[src/rtl/gmii_tx_framer.sv]
// ---------------------------------------------------------------------------
// gmii_tx_framer
//
// Ethernet MAC transmit framer. Raw frame bytes (destination MAC through
// payload) arrive on a GMII-style in_txd/in_txdv pair, pass through a
// one-byte skid register into a small FIFO, and leave as a complete 802.3
// frame: 7 x 0x55 preamble, 0xD5 SFD, the buffered data, zero padding up to
// MIN_FRAME bytes, the FCS, then IFG idle cycles before the next frame.
//
// Optional feature macro: GMII_TX_FCS_EN
//   defined     -> CRC-32 logic present, 4 FCS bytes appended.
//   not defined -> no CRC logic, the frame ends after the data/pad bytes.
//
// Parameters:
//   FIFO_AW    FIFO address width, depth = 2**FIFO_AW entries of {last, data}
//   MIN_FRAME  minimum data+pad bytes before the FCS (0 disables padding)
//   IFG        idle cycles with gmii_txen low after a frame (must be >= 1)
//
// Ports:
//   clk_125m   in   GMII transmit clock
//   rst_n      in   asynchronous, active-low reset
//   in_txd     in   [7:0] payload byte, valid when in_txdv = 1
//   in_txdv    in   high for each valid byte; a contiguous run is one frame
//   gmii_txd   out  [7:0] framed byte to the RGMII TX stage
//   gmii_txen  out  transmit enable
//   gmii_txer  out  transmit error (underrun abort byte)
//   busy       out  framer not idle or FIFO holding data
//   ovf_err    out  sticky FIFO overflow flag, cleared only by reset
//   unf_err    out  sticky FIFO underrun flag, cleared only by reset
// ---------------------------------------------------------------------------
module gmii_tx_framer #(
  parameter int FIFO_AW   = 5,
  parameter int MIN_FRAME = 60,
  parameter int IFG       = 12
) (
  input  logic       clk_125m,
  input  logic       rst_n,
  input  logic [7:0] in_txd,
  input  logic       in_txdv,
  output logic [7:0] gmii_txd,
  output logic       gmii_txen,
  output logic       gmii_txer,
  output logic       busy,
  output logic       ovf_err,
  output logic       unf_err
);

  localparam int          DEPTH    = 1 << FIFO_AW;
  localparam logic [10:0] MIN_CNT  = 11'(MIN_FRAME);
  localparam int          GAP_W    = (IFG > 1) ? $clog2(IFG) : 1;
  localparam logic [GAP_W-1:0] GAP_LAST = GAP_W'(IFG - 1);

  typedef enum logic [2:0] {
    IDLE,
    PRE,
    SFD,
    DATA,
    PAD,
    FCS,
    GAP
  } state_t;

  state_t state;

  // -------------------------------------------------------------------------
  // Input skid register
  // -------------------------------------------------------------------------
  logic [7:0] skid_data;
  logic       skid_valid;

  always_ff @(posedge clk_125m or negedge rst_n) begin
    if (!rst_n) begin
      skid_data  <= 8'h00;
      skid_valid <= 1'b0;
    end else begin
      skid_valid <= in_txdv;
      if (in_txdv) begin
        skid_data <= in_txd;
      end
    end
  end

  // The held byte always leaves the skid register one cycle later: either
  // the next byte pushes it out (last=0) or in_txdv has dropped (last=1).
  logic       wr_req;
  logic [8:0] wr_entry;

  always_comb begin
    wr_req   = skid_valid;
    wr_entry = {~in_txdv, skid_data};
  end

  // -------------------------------------------------------------------------
  // FIFO
  // -------------------------------------------------------------------------
  logic [8:0]       mem [DEPTH];
  logic [FIFO_AW:0] wr_ptr;
  logic [FIFO_AW:0] rd_ptr;
  logic             fifo_empty;
  logic             fifo_full;
  logic             pop;
  logic             wr_accept;
  logic [8:0]       fifo_head;
  logic             cur_last;

  always_comb begin
    fifo_empty = (wr_ptr == rd_ptr);
    fifo_full  = (wr_ptr[FIFO_AW] != rd_ptr[FIFO_AW]) &&
                 (wr_ptr[FIFO_AW-1:0] == rd_ptr[FIFO_AW-1:0]);
    fifo_head  = mem[rd_ptr[FIFO_AW-1:0]];
  end

  // A pop happens whenever the framer needs the next data byte: on leaving
  // SFD, and in DATA until the entry marked last has been sent.
  always_comb begin
    pop = 1'b0;
    case (state)
      SFD:     pop = !fifo_empty;
      DATA:    pop = !cur_last && !fifo_empty;
      default: pop = 1'b0;
    endcase
  end

  // On a full FIFO a simultaneous read frees the slot being written.
  always_comb begin
    wr_accept = wr_req && (!fifo_full || pop);
  end

  always_ff @(posedge clk_125m) begin
    if (wr_accept) begin
      mem[wr_ptr[FIFO_AW-1:0]] <= wr_entry;
    end
  end

  always_ff @(posedge clk_125m or negedge rst_n) begin
    if (!rst_n) begin
      wr_ptr  <= '0;
      ovf_err <= 1'b0;
    end else begin
      if (wr_accept) begin
        wr_ptr <= wr_ptr + 1'b1;
      end
      if (wr_req && !wr_accept) begin
        ovf_err <= 1'b1;
      end
    end
  end

  // -------------------------------------------------------------------------
  // CRC-32 (reflected form of 0x04C11DB7)
  // -------------------------------------------------------------------------
`ifdef GMII_TX_FCS_EN
  logic [31:0] crc;
  logic [1:0]  fcs_cnt;

  function automatic logic [31:0] crc32_byte(input logic [31:0] crc_in,
                                             input logic [7:0]  din);
    logic [31:0] c;
    c = crc_in ^ {24'h000000, din};
    for (int i = 0; i < 8; i++) begin
      c = c[0] ? ((c >> 1) ^ 32'hEDB88320) : (c >> 1);
    end
    return c;
  endfunction
`endif

  // -------------------------------------------------------------------------
  // Framing FSM
  // -------------------------------------------------------------------------
  logic [2:0]       pre_cnt;
  logic [GAP_W-1:0] gap_cnt;
  logic [10:0]      byte_cnt;
  logic [10:0]      cnt_inc;

  always_comb begin
    cnt_inc = (byte_cnt == 11'h7FF) ? byte_cnt : byte_cnt + 11'd1;
  end

  // Outputs are loaded on the edge that enters a state, so each state's
  // registers describe the byte currently on the wire.
  always_ff @(posedge clk_125m or negedge rst_n) begin
    if (!rst_n) begin
      state     <= IDLE;
      pre_cnt   <= 3'd0;
      gap_cnt   <= '0;
      byte_cnt  <= 11'd0;
      cur_last  <= 1'b0;
      rd_ptr    <= '0;
      gmii_txd  <= 8'h00;
      gmii_txen <= 1'b0;
      gmii_txer <= 1'b0;
      unf_err   <= 1'b0;
`ifdef GMII_TX_FCS_EN
      crc       <= 32'hFFFFFFFF;
      fcs_cnt   <= 2'd0;
`endif
    end else begin
      if (pop) begin
        rd_ptr <= rd_ptr + 1'b1;
      end

      case (state)
        IDLE: begin
          gmii_txd  <= 8'h00;
          gmii_txen <= 1'b0;
          gmii_txer <= 1'b0;
          byte_cnt  <= 11'd0;
          if (!fifo_empty) begin
            state     <= PRE;
            gmii_txen <= 1'b1;
            gmii_txd  <= 8'h55;
            pre_cnt   <= 3'd0;
          end
        end

        PRE: begin
          cur_last <= 1'b0;
          if (pre_cnt == 3'd6) begin
            state    <= SFD;
            gmii_txd <= 8'hD5;
`ifdef GMII_TX_FCS_EN
            crc      <= 32'hFFFFFFFF;
`endif
          end else begin
            pre_cnt <= pre_cnt + 3'd1;
          end
        end

        // SFD, DATA and PAD all choose the next body byte: more data, a pad
        // byte, the end of the body, or an abort when data has run dry.
        SFD, DATA, PAD: begin
          if ((state == PAD) || (state == DATA && cur_last)) begin
            if (byte_cnt < MIN_CNT) begin
              state    <= PAD;
              gmii_txd <= 8'h00;
              byte_cnt <= cnt_inc;
`ifdef GMII_TX_FCS_EN
              crc      <= crc32_byte(crc, 8'h00);
`endif
            end else begin
`ifdef GMII_TX_FCS_EN
              state    <= FCS;
              gmii_txd <= ~crc[7:0];
              crc      <= {8'h00, crc[31:8]};
              fcs_cnt  <= 2'd0;
`else
              state     <= GAP;
              gmii_txen <= 1'b0;
              gmii_txd  <= 8'h00;
              gap_cnt   <= '0;
`endif
            end
          end else if (fifo_empty) begin
            // Underrun: one abort byte with txer, then straight to the gap.
            state     <= GAP;
            gmii_txd  <= 8'h00;
            gmii_txer <= 1'b1;
            unf_err   <= 1'b1;
            gap_cnt   <= '0;
          end else begin
            state    <= DATA;
            gmii_txd <= fifo_head[7:0];
            cur_last <= fifo_head[8];
            byte_cnt <= cnt_inc;
`ifdef GMII_TX_FCS_EN
            crc      <= crc32_byte(crc, fifo_head[7:0]);
`endif
          end
        end

`ifdef GMII_TX_FCS_EN
        FCS: begin
          if (fcs_cnt == 2'd3) begin
            state     <= GAP;
            gmii_txen <= 1'b0;
            gmii_txd  <= 8'h00;
            gap_cnt   <= '0;
          end else begin
            gmii_txd <= ~crc[7:0];
            crc      <= {8'h00, crc[31:8]};
            fcs_cnt  <= fcs_cnt + 2'd1;
          end
        end
`endif

        // The gap counts only cycles with txen low; the first GAP cycle after
        // an underrun still carries the abort byte. A waiting frame starts
        // its preamble directly so the gap is exactly IFG cycles.
        GAP: begin
          gmii_txen <= 1'b0;
          gmii_txer <= 1'b0;
          gmii_txd  <= 8'h00;
          if (gmii_txen) begin
            gap_cnt <= '0;
          end else if (gap_cnt == GAP_LAST) begin
            byte_cnt <= 11'd0;
            if (!fifo_empty) begin
              state     <= PRE;
              gmii_txen <= 1'b1;
              gmii_txd  <= 8'h55;
              pre_cnt   <= 3'd0;
            end else begin
              state <= IDLE;
            end
          end else begin
            gap_cnt <= gap_cnt + 1'b1;
          end
        end

        default: begin
          state     <= IDLE;
          gmii_txen <= 1'b0;
          gmii_txer <= 1'b0;
          gmii_txd  <= 8'h00;
        end
      endcase
    end
  end

  // Includes the skid register so a frame just arriving already shows busy.
  always_ff @(posedge clk_125m or negedge rst_n) begin
    if (!rst_n) begin
      busy <= 1'b0;
    end else begin
      busy <= (state != IDLE) || !fifo_empty || skid_valid;
    end
  end

endmodule

[config.mk]
export PLATFORM = sky130hd
export DESIGN_NAME = gmii_tx_framer
export DESIGN_NICKNAME = d
export VERILOG_FILES = /design/src/rtl/gmii_tx_framer.sv
export SDC_FILE = /design/constraint.sdc
export NUM_CORES = 1
export LEC_CHECK = 0
export CORE_MARGIN = 1.5
export CORE_UTILIZATION = 40
export DETAILED_ROUTE_END_ITERATION = 16
export PLACE_DENSITY = 0.58
export SYNTH_ARGS = -nofsm -noshare
export SYNTH_HDL_FRONTEND = slang
export SYNTH_SLANG_ARGS = --single-unit
[constraint.sdc]
create_clock -name clk_125m -period 2.8 [get_ports clk_125m]
set_input_delay 0.56 -clock clk_125m [delete_from_list [all_inputs] [get_ports clk_125m]]
set_output_delay 0.56 -clock clk_125m [all_outputs]
set_load 0.1 [all_outputs]
Word level (Yosys, flattened, before mapping)
Memories as Yosys holds them, arrays and structs flattened.
Index checks and enable logic that the tools add are counted.
W data, S select, Z words.

word-level totals
  bits in registers = 56
  bits in writable memories = 288
  output and inout port bits = 13
  logic and storage cells = 128
  memories kept = 1

memories
  name  depth  bits a word  read ports  clocked after Yosys merged registers in  wr ports  line  source
  mem   32     9            1           0                                        1         96    logic [8:0] mem [DEPTH];

cells by class
  $add $sub $neg = 5
  order comparisons = 1
  eq/ne operators = 26
  multiplexer cells = 49
  bitwise gates (word level) = 3
  reductions and logical operators = 28

operator list
  operator                 number
  $mux W11                 6
  $pmux W11 S3             1
  $pmux W8 S4              1
  $mux W3                  10
  $mux W8                  3
  $mux W7                  3
  $mux W4                  5
  $ne A2 B2 Y1 const B     10
  $ne A3 B3 Y1 const B     5
  $add A6 B1 Y6 const B    2
  $mux W1                  12
  $pmux W3 S4              1
  $reduce_and A3 Y1        4
  $reduce_and A4 Y1        3
  $add A11 B1 Y11 const B  1
  $eq A11 B11 Y1 const B   1
  $lt A11 B6 Y1 const B    1
  $eq A3 B3 Y1 const B     3
  $pmux W3 S3              1
  $reduce_bool A3 Y1       3
  $pmux W4 S2              1
  $eq A3 B2 Y1 const B     2
  $eq A6 B6 Y1             1
  $pmux W1 S2              3
  other kinds (16)         29

Logic depth before layout (Yosys ltp)
Gate-level depths: netlist of run 1.

  depth after elaboration = 8
  gate-level depth with buffers = 10
  mapped depth without buffers = 7

Worst setup path before layout of run 1
Ideal clock, no wire load.

  path kind = register to register
  start point = register gmii_txen
  end point = register gmii_txen
  arrival = 2.110 ns
  data required time = 2.680 ns
  setup slack = 0.570 ns
  stages on the path, launching flop included = 7
  buffers on the path = 1
  period minus slack after synthesis = 2.230 ns
  path through = dfrtp_1 > and4bb_2 > a21oi_1 > or2_1 > clkbuf_1 > nor2_1 > a21o_1

on the way
  word-level cells in the longest chain between the ends = 2

ends and longest elaborated chain
  element                   line  source
  start: declaration        41    output logic gmii_txen,
  start signal: assignment  190   gmii_txen <= 1'b0;
  start signal: assignment  205   gmii_txen <= 1'b0;
  start signal: assignment  210   gmii_txen <= 1'b1;
  $mux W1                   293   if (gmii_txen) begin
  $pmux W1 S4               202   case (state)

Every way passes these cells.
A chain may end at the register's enable or synchronous reset.

Worst setup path after layout of run 1
  start point = register state[2]
  end point = memory mem[21][7], enable pin

on the way
  word-level cells in the longest chain between the ends = 6
  elaborated cells on any way between the ends = 7

ends and longest elaborated chain
  element                          line  source
  start: declaration               63    state_t state;
  start signal: assignment         183   state <= IDLE;
  start signal: assignment         209   state <= PRE;
  start signal: assignment         219   state <= SFD;
  $eq A3 B2 Y1                     117   case (state)
  $pmux W1 S2 *                    117
  $logic_or A1 B1 Y1 *             126   wr_accept = wr_req && (!fifo_full || pop);
  $logic_and A1 B1 Y1 *            126
  $mux W1 *                        130   if (wr_accept) begin
  $mux W1 (implied by the code) *  131   mem[wr_ptr[FIFO_AW-1:0]] <= wr_entry;
  end: declaration                 96

Every way passes the cells marked *; elsewhere a longest branch is shown, timed or not.

==> results of run 1 <==
[area by class of cell]
cell class	count	share of cell area [%]
sequential	344	61.9
timing repair buffer	85	4.37
inverter	8	0.185
multi-input combinational	407	22.5
tap	455	3.50
clock buffer	50	6.13
clock inverter	19	1.48
[state kept, by name (all words and copies together), names as in the netlist]
signal,cells
mem,288
byte_cnt,11
cur_last,1
ovf_err,1
wr_ptr,6
rd_ptr,6
skid_valid,1
busy,1
pre_cnt,3
skid_data,8
gmii_txd,8
gap_cnt,4
gmii_txer,1
unf_err,1
state,3
gmii_txen,1
[power breakdown]
group | switching [mW] | total [mW] | internal, mW
Sequential | 0.295 | 6.41 | 6.12
Clock | 1.98 | 4.96 | 2.99
Combinational | 3.37 | 5.36 | 1.98
Total | 5.65 | 16.7 | 11.1
[worst reg2reg max path, delay by kind of cell, from the launching register on]
| kind | cells | cell delay (ps) |
|---|---|---|
| buffers and inverters | 1 | 220 |
| DFF | 1 | 450 |
| and+or+nand+nor | 4 | 1190 |
| AOI/OAI and AO/OA | 1 | 370 |
[stage by stage]
stage | setup slack [ps] | area (um2) | hold WS (ps) | util, %
final | 260 | 16300 | 424 | 47.2
after global routing | 115 | 16300 | 445 | 47.2
after CTS | 302 | 16300 | 415 | 47.2
after detailed placement | 312 | 15000 | 431 | 43.5
after global placement | 374 | 15000 | 427 | 43.5
after floorplan | 570 | 13900 | 264 | -
[path summary, 6_finish.rpt]
check	cells past startpoint	endpoint	startpoint
max	6	mem[21][7]	state[2]
min	2	skid_data[0]	rst_n
max reg2reg	6	mem[21][7]	state[2]
min reg2reg	1	unf_err	unf_err
max in group asynchronous	3	rd_ptr[0]	rst_n
min in group clk_125m	1	unf_err	unf_err
[metal layers]
layer / up-vias / wire length, um
met5: - / 0
met1: 3880 / 13800
met4: 0 / 737
li1: 3340 / -
met3: 61 / 1970
met2: 238 / 14600
[layout by cell type, fill, tap and decap left out, drive strengths merged, types with 9 or more instances in the layout]
master	instances
nand2	44
a21oi	22
clkbuf	50
nand4	9
mux2i	35
o21ai	22
buf	75
xor2	9
inv	11
clkdlybuf4s50	9
dfrtp	56
nor2	51
edfxtp	288
ha	9
mux4	59
mux2	10
nand3	20
clkinv	11
[cells by family (layout without fill, tap and decap cells)]
group | count (synthesis) | after routing | share of synthesized area, %
flip-flops | 344 | 344 | 72.1
adder cells (fa/ha/maj) | 9 | 9 | 0.808
multiplexers | 104 | 104 | 12.8
XOR/XNOR | 17 | 17 | 1.07
buffers and inverters | 49 | 162 | 1.75
AND/OR/NAND/NOR | 174 | 174 | 6.20
AO/OA/AOI/OAI | 103 | 103 | 5.25
[what timing repair did]
| item | CTS | global route |
|---|---|---|
| buffers inserted | 0 | 0 |
| hold buffers | 1 | 0 |
| hold endpoints to repair | 6 | 0 |
==> impl_metrics.tcl, run 1 <==
set metrics [dict create \
    status "completed" \
    avgRoutedWirePerCell_um 22.7 \
    worstSetupPathType "reg -> reg" \
    tns_ps 0 \
    dp_hpwl_um 19000 \
    relSlewSlack_pct 48.2 \
    dr.pass1.iters 5 \
    grt_pass1_wl_um 46600 \
    synth-edff-count 288 \
    seq_area_frac_synth_pct 72.1 \
    setup_violations 0 \
    fin_nets 904 \
    fp.dieH_um 190 \
    dpl.cell_count 1298 \
    synth_top_area_share_pct 62.0 \
    use_met2_pct 27.7 \
    hold_viol 0 \
    syn_area_mm2 0.0139 \
    cap_violations 0 \
    crit_fanout 9 \
    end_kind "register" \
    gp_congestion 0.809 \
    fillCellCount 2908 \
    syn_to_final_growth_pct 16.5 \
    fin_crit_sh_pct 90.7 \
    post-synth-top-count-cell "edfxtp_1" \
    grt_pass1_vias 7393 \
    cpMostUsedCell "nand2_1" \
    ys_types 64 \
    path_cells "and2b_4, nand2_1, a41oi_2, nand2_1, nor2_1, buf_4" \
    cts_buffers 38 \
    rsz0062_at_grt "no" \
    num_vias 7519 \
    synthArstFlopShare_pct 16.3 \
    avgSynthCellArea_um2 17.4 \
    synth_common_cells "288 x edfxtp_1, 59 x mux4_2, 56 x dfrtp_1" \
    die_x_um 190 \
    initial_core_util_pct 40.5 \
    cp.required_ps 3020 \
    holdCritPathClass "in -> async" \
    multiInputGateArea_mm2 0.00365 \
    finClkSkew_ps 21.1 \
    synth_ff_type "edfxtp_1" \
    regToRegSetupSlack_ps 260 \
    use_met3_pct 2.64 \
    syn_inst 800 \
    antenna_cells 0 \
    peakVddDrop_mv 0.817 \
    met1_usage_pct 25.5 \
    ctsResizeCount 0 \
    synthTopCellsByArea "edfxtp_1 62%, dfrtp_1 10%, mux4_2 9.5%, mux2i_1 2.5%, nor2_1 1.4%" \
    syn-num-nets 820 \
    dieArea_mm2 0.0360 \
    drv_slew 0 \
    synth_top_area_cell "edfxtp_1" \
    grt-ovfl-total 0 \
    drcViolationCount 0 \
    regArea_mm2 0.0101 \
    clockRootBuffer "clkbuf_16" \
    drive_gt1_share_pct 23.0 \
    p_per_area_mw_per_mm2 1030 \
    crit_arrival_ps 2760 \
    core_area_mm2 0.0345 \
    rows 68 \
    critPathLaunchType "register" \
    critPathSlowestCell "nand2_1" \
    busiest_layer "met2" \
    max_slew.worst_pin.slew_ps 757 \
    avgViaCountPerCell 5.50 \
    crit_family "simple AND/OR/NAND/NOR gates" \
    grt_use_total_pct 17.6 \
    clkSinkCount 344 \
    ctsHtreeMaxLevel 2 \
    clk_pin_slew_worst_paths_ps 60 \
    p_leak_nw 5.65 \
    drt_iter0_markers 763 \
    cp.buffers_inverters 1 \
    yosysWarnings 0 \
    wirelength_um 31100 \
    fin_crit_ps 2540 \
    ys_seq_elements 344 \
    max_freq_mhz 394 \
    ant_nets 0 \
    antenna_found_initial 0 \
    power_mw 16.7 \
    io_buffers 23 \
    final_cells 1368 \
    slowest_delay_ps 490 \
    io_pins 24 \
    grt_max_degree 68 \
    cts_buffer_depth 3 \
    cts_tree "done" \
    clk_latency_ps 530 \
]
Power figures use the tool's default switching activity.
==> run 2, diff against run 1 <==
--- a/config.mk
+++ b/config.mk
@@ -9,6 +9,7 @@
 export CORE_UTILIZATION = 40
 export DETAILED_ROUTE_END_ITERATION = 16
 export PLACE_DENSITY = 0.58
+export RECOVER_POWER = 25
 export SYNTH_ARGS = -nofsm -noshare
 export SYNTH_HDL_FRONTEND = slang
 export SYNTH_SLANG_ARGS = --single-unit
==> run 2 against run 1 <==
Against the previous run: the flow now finishes with violations (capacitance limit, slew limit); critical path depth is the same; design area shrank 0.24%; clock-buffer cell count is the same; register-to-register slack is essentially flat; worst hold slack gained 51 ps; total power is essentially flat; sequential power is essentially flat; fmax shrank 0.49%; first-iteration DRC count shrank 13%; clock skew shrank 1.5 ps; critical endpoint is now mem[0][7].
==> impl_metrics.tcl, run 2 (same netlist as run 1, synthesis figures left out) <==
set metrics [dict create \
    rows 68 \
    clkSinkCount 344 \
    ctsResizeCount 0 \
    dieArea_mm2 0.0360 \
    hold_ws_ps 475 \
    failed_checks "capacitance limit, slew limit" \
    num_vias 7530 \
    core_area_mm2 0.0345 \
    p_int_mw 11.1 \
    grt_use_total_pct 17.6 \
    grt_pass1_wl_um 46600 \
    swShare_pct 33.8 \
    crit_fanout 8 \
    avgViaCountPerCell 5.50 \
    p_per_area_mw_per_mm2 1030 \
    antenna_found_initial 0 \
    crit_arrival_ps 2790 \
    relSlewSlack_pct -21.8 \
    drcViolationCount 0 \
    antenna_cells 0 \
    final_util_pct 47.0 \
    final_cell_mix "288 x edfxtp_1, 64 x buf_4, 59 x mux4_2" \
    holdCritPathClass "reg -> reg" \
    p_leak_nw 5.62 \
    io_pins 24 \
    p_clk_share_pct 29.7 \
    wirelength_um 31100 \
    fin_nets 904 \
    clk_latency_ps 530 \
    cp.required_ps 3040 \
    dp_hpwl_um 19000 \
    rsz0062_at_grt "no" \
    status "finished, violations left" \
    ctsHtreeMaxLevel 2 \
    place_area_mm2 0.0150 \
    syn_to_final_growth_pct 16.3 \
    largest_reg_flops 288 \
    max_slew.worst_pin.slew_ps 1830 \
    grt_max_degree 68 \
    fp.dieH_um 190 \
    ant_nets 0 \
    io_buffers 23 \
    end_kind "register" \
    finClkSkew_ps 19.6 \
    dr.pass1.iters 5 \
    clk_pin_slew_worst_paths_ps 60 \
    setup_violations 0 \
    peakVddDrop_mv 0.818 \
    layout_commonest_cell "edfxtp_1" \
    grt_pass1_vias 7393 \
    worstSetupPathType "reg -> reg" \
    cts_tree "done" \
    fillCellCount 2918 \
    cts_buffer_depth 3 \
    drive_gt1_share_pct 22.2 \
    fin_crit_sh_pct 91.2 \
    avgRoutedWirePerCell_um 22.8 \
    drv_slew 162 \
    tns_ps 0 \
    gp_congestion 0.809 \
    max_freq_mhz 392 \
    p_sw_mw 5.65 \
    grt-ovfl-total 0 \
    fin_crit_ps 2550 \
    drt_iter0_markers 665 \
    combPwrFrac_pct 32.0 \
    hold_viol 0 \
    initial_core_util_pct 40.5 \
    critPathLaunchType "register" \
    clockRootBuffer "clkbuf_16" \
    cts_buffers 38 \
    finalInstanceArea_mm2 0.0162 \
    p_seq_share_pct 38.3 \
    cap_violations 5 \
    die_x_um 190 \
]
## run 2: changes by cell type in the layout (fill, tap and decap cells not counted), sizes merged
cell,before,now
clkbuf,50,58
buf,75,67
## run 2: metrics by stage
step	std cells	power, mW	setup WS [ps]
2_1_floorplan	800	10.3	570
3_3_place_gp	1298	11.9	374
3_5_place_dp	1298	11.9	312
4_1_cts	1368	16.9	302
5_1_grt	1368	17.4	109
6_report	1368	16.7	247
## run 2: worst paths after layout
check | start | endpoint | slack [ps] | cells after the start
max | state[2] | mem[0][7] | 250 | 6
min reg2reg | unf_err | unf_err | 470 | 1
min in group asynchronous | rst_n | skid_data[0] | 490 | 2
min | unf_err | unf_err | 470 | 1
max reg2reg | state[2] | mem[0][7] | 250 | 6
max in group asynchronous | rst_n | rd_ptr[0] | 510 | 3
## run 2: power groups by stage
stage / Clock (mW) / Sequential, mW / Combinational [mW]
2_1_floorplan: 0 / 7.00 / 3.28
3_3_place_gp: 0 / 6.50 / 5.36
3_5_place_dp: 0 / 6.51 / 5.39
4_1_cts: 5.06 / 6.41 / 5.41
5_1_grt: 5.24 / 6.47 / 5.74
6_report: 4.96 / 6.42 / 5.36
## run 2: cell type report
type / count / area, um2 / area share, %
inverters: 8 / 30.0 / 0.185
clock buffers: 50 / 996 / 6.14
repair buffers: 85 / 672 / 4.14
flip-flops and latches: 344 / 10100 / 62.0
well taps: 455 / 569 / 3.51
multi-input cells: 407 / 3650 / 22.5
clock inverters: 19 / 240 / 1.48
## run 2: critical path: stages (launching register included)
cell     delay (ps)
dfrtp_1         440
and2b_4         300
nand2_1         150
a41oi_2         380
nand2_1         480
nor2_1          320
buf_4           190
## run 2: routing by layer
layer	GRT usage (%)	share of wire, %
met5	0	0
met4	5.19	2.2
met3	2.64	5.9
met2	27.7	47
met1	25.5	44
## run 2: timing repair
action,in CTS,in global routing
buffers inserted,0,0
hold buffers,1,0
endpoints found under the setup margin,0,0
hold endpoints to repair,6,0
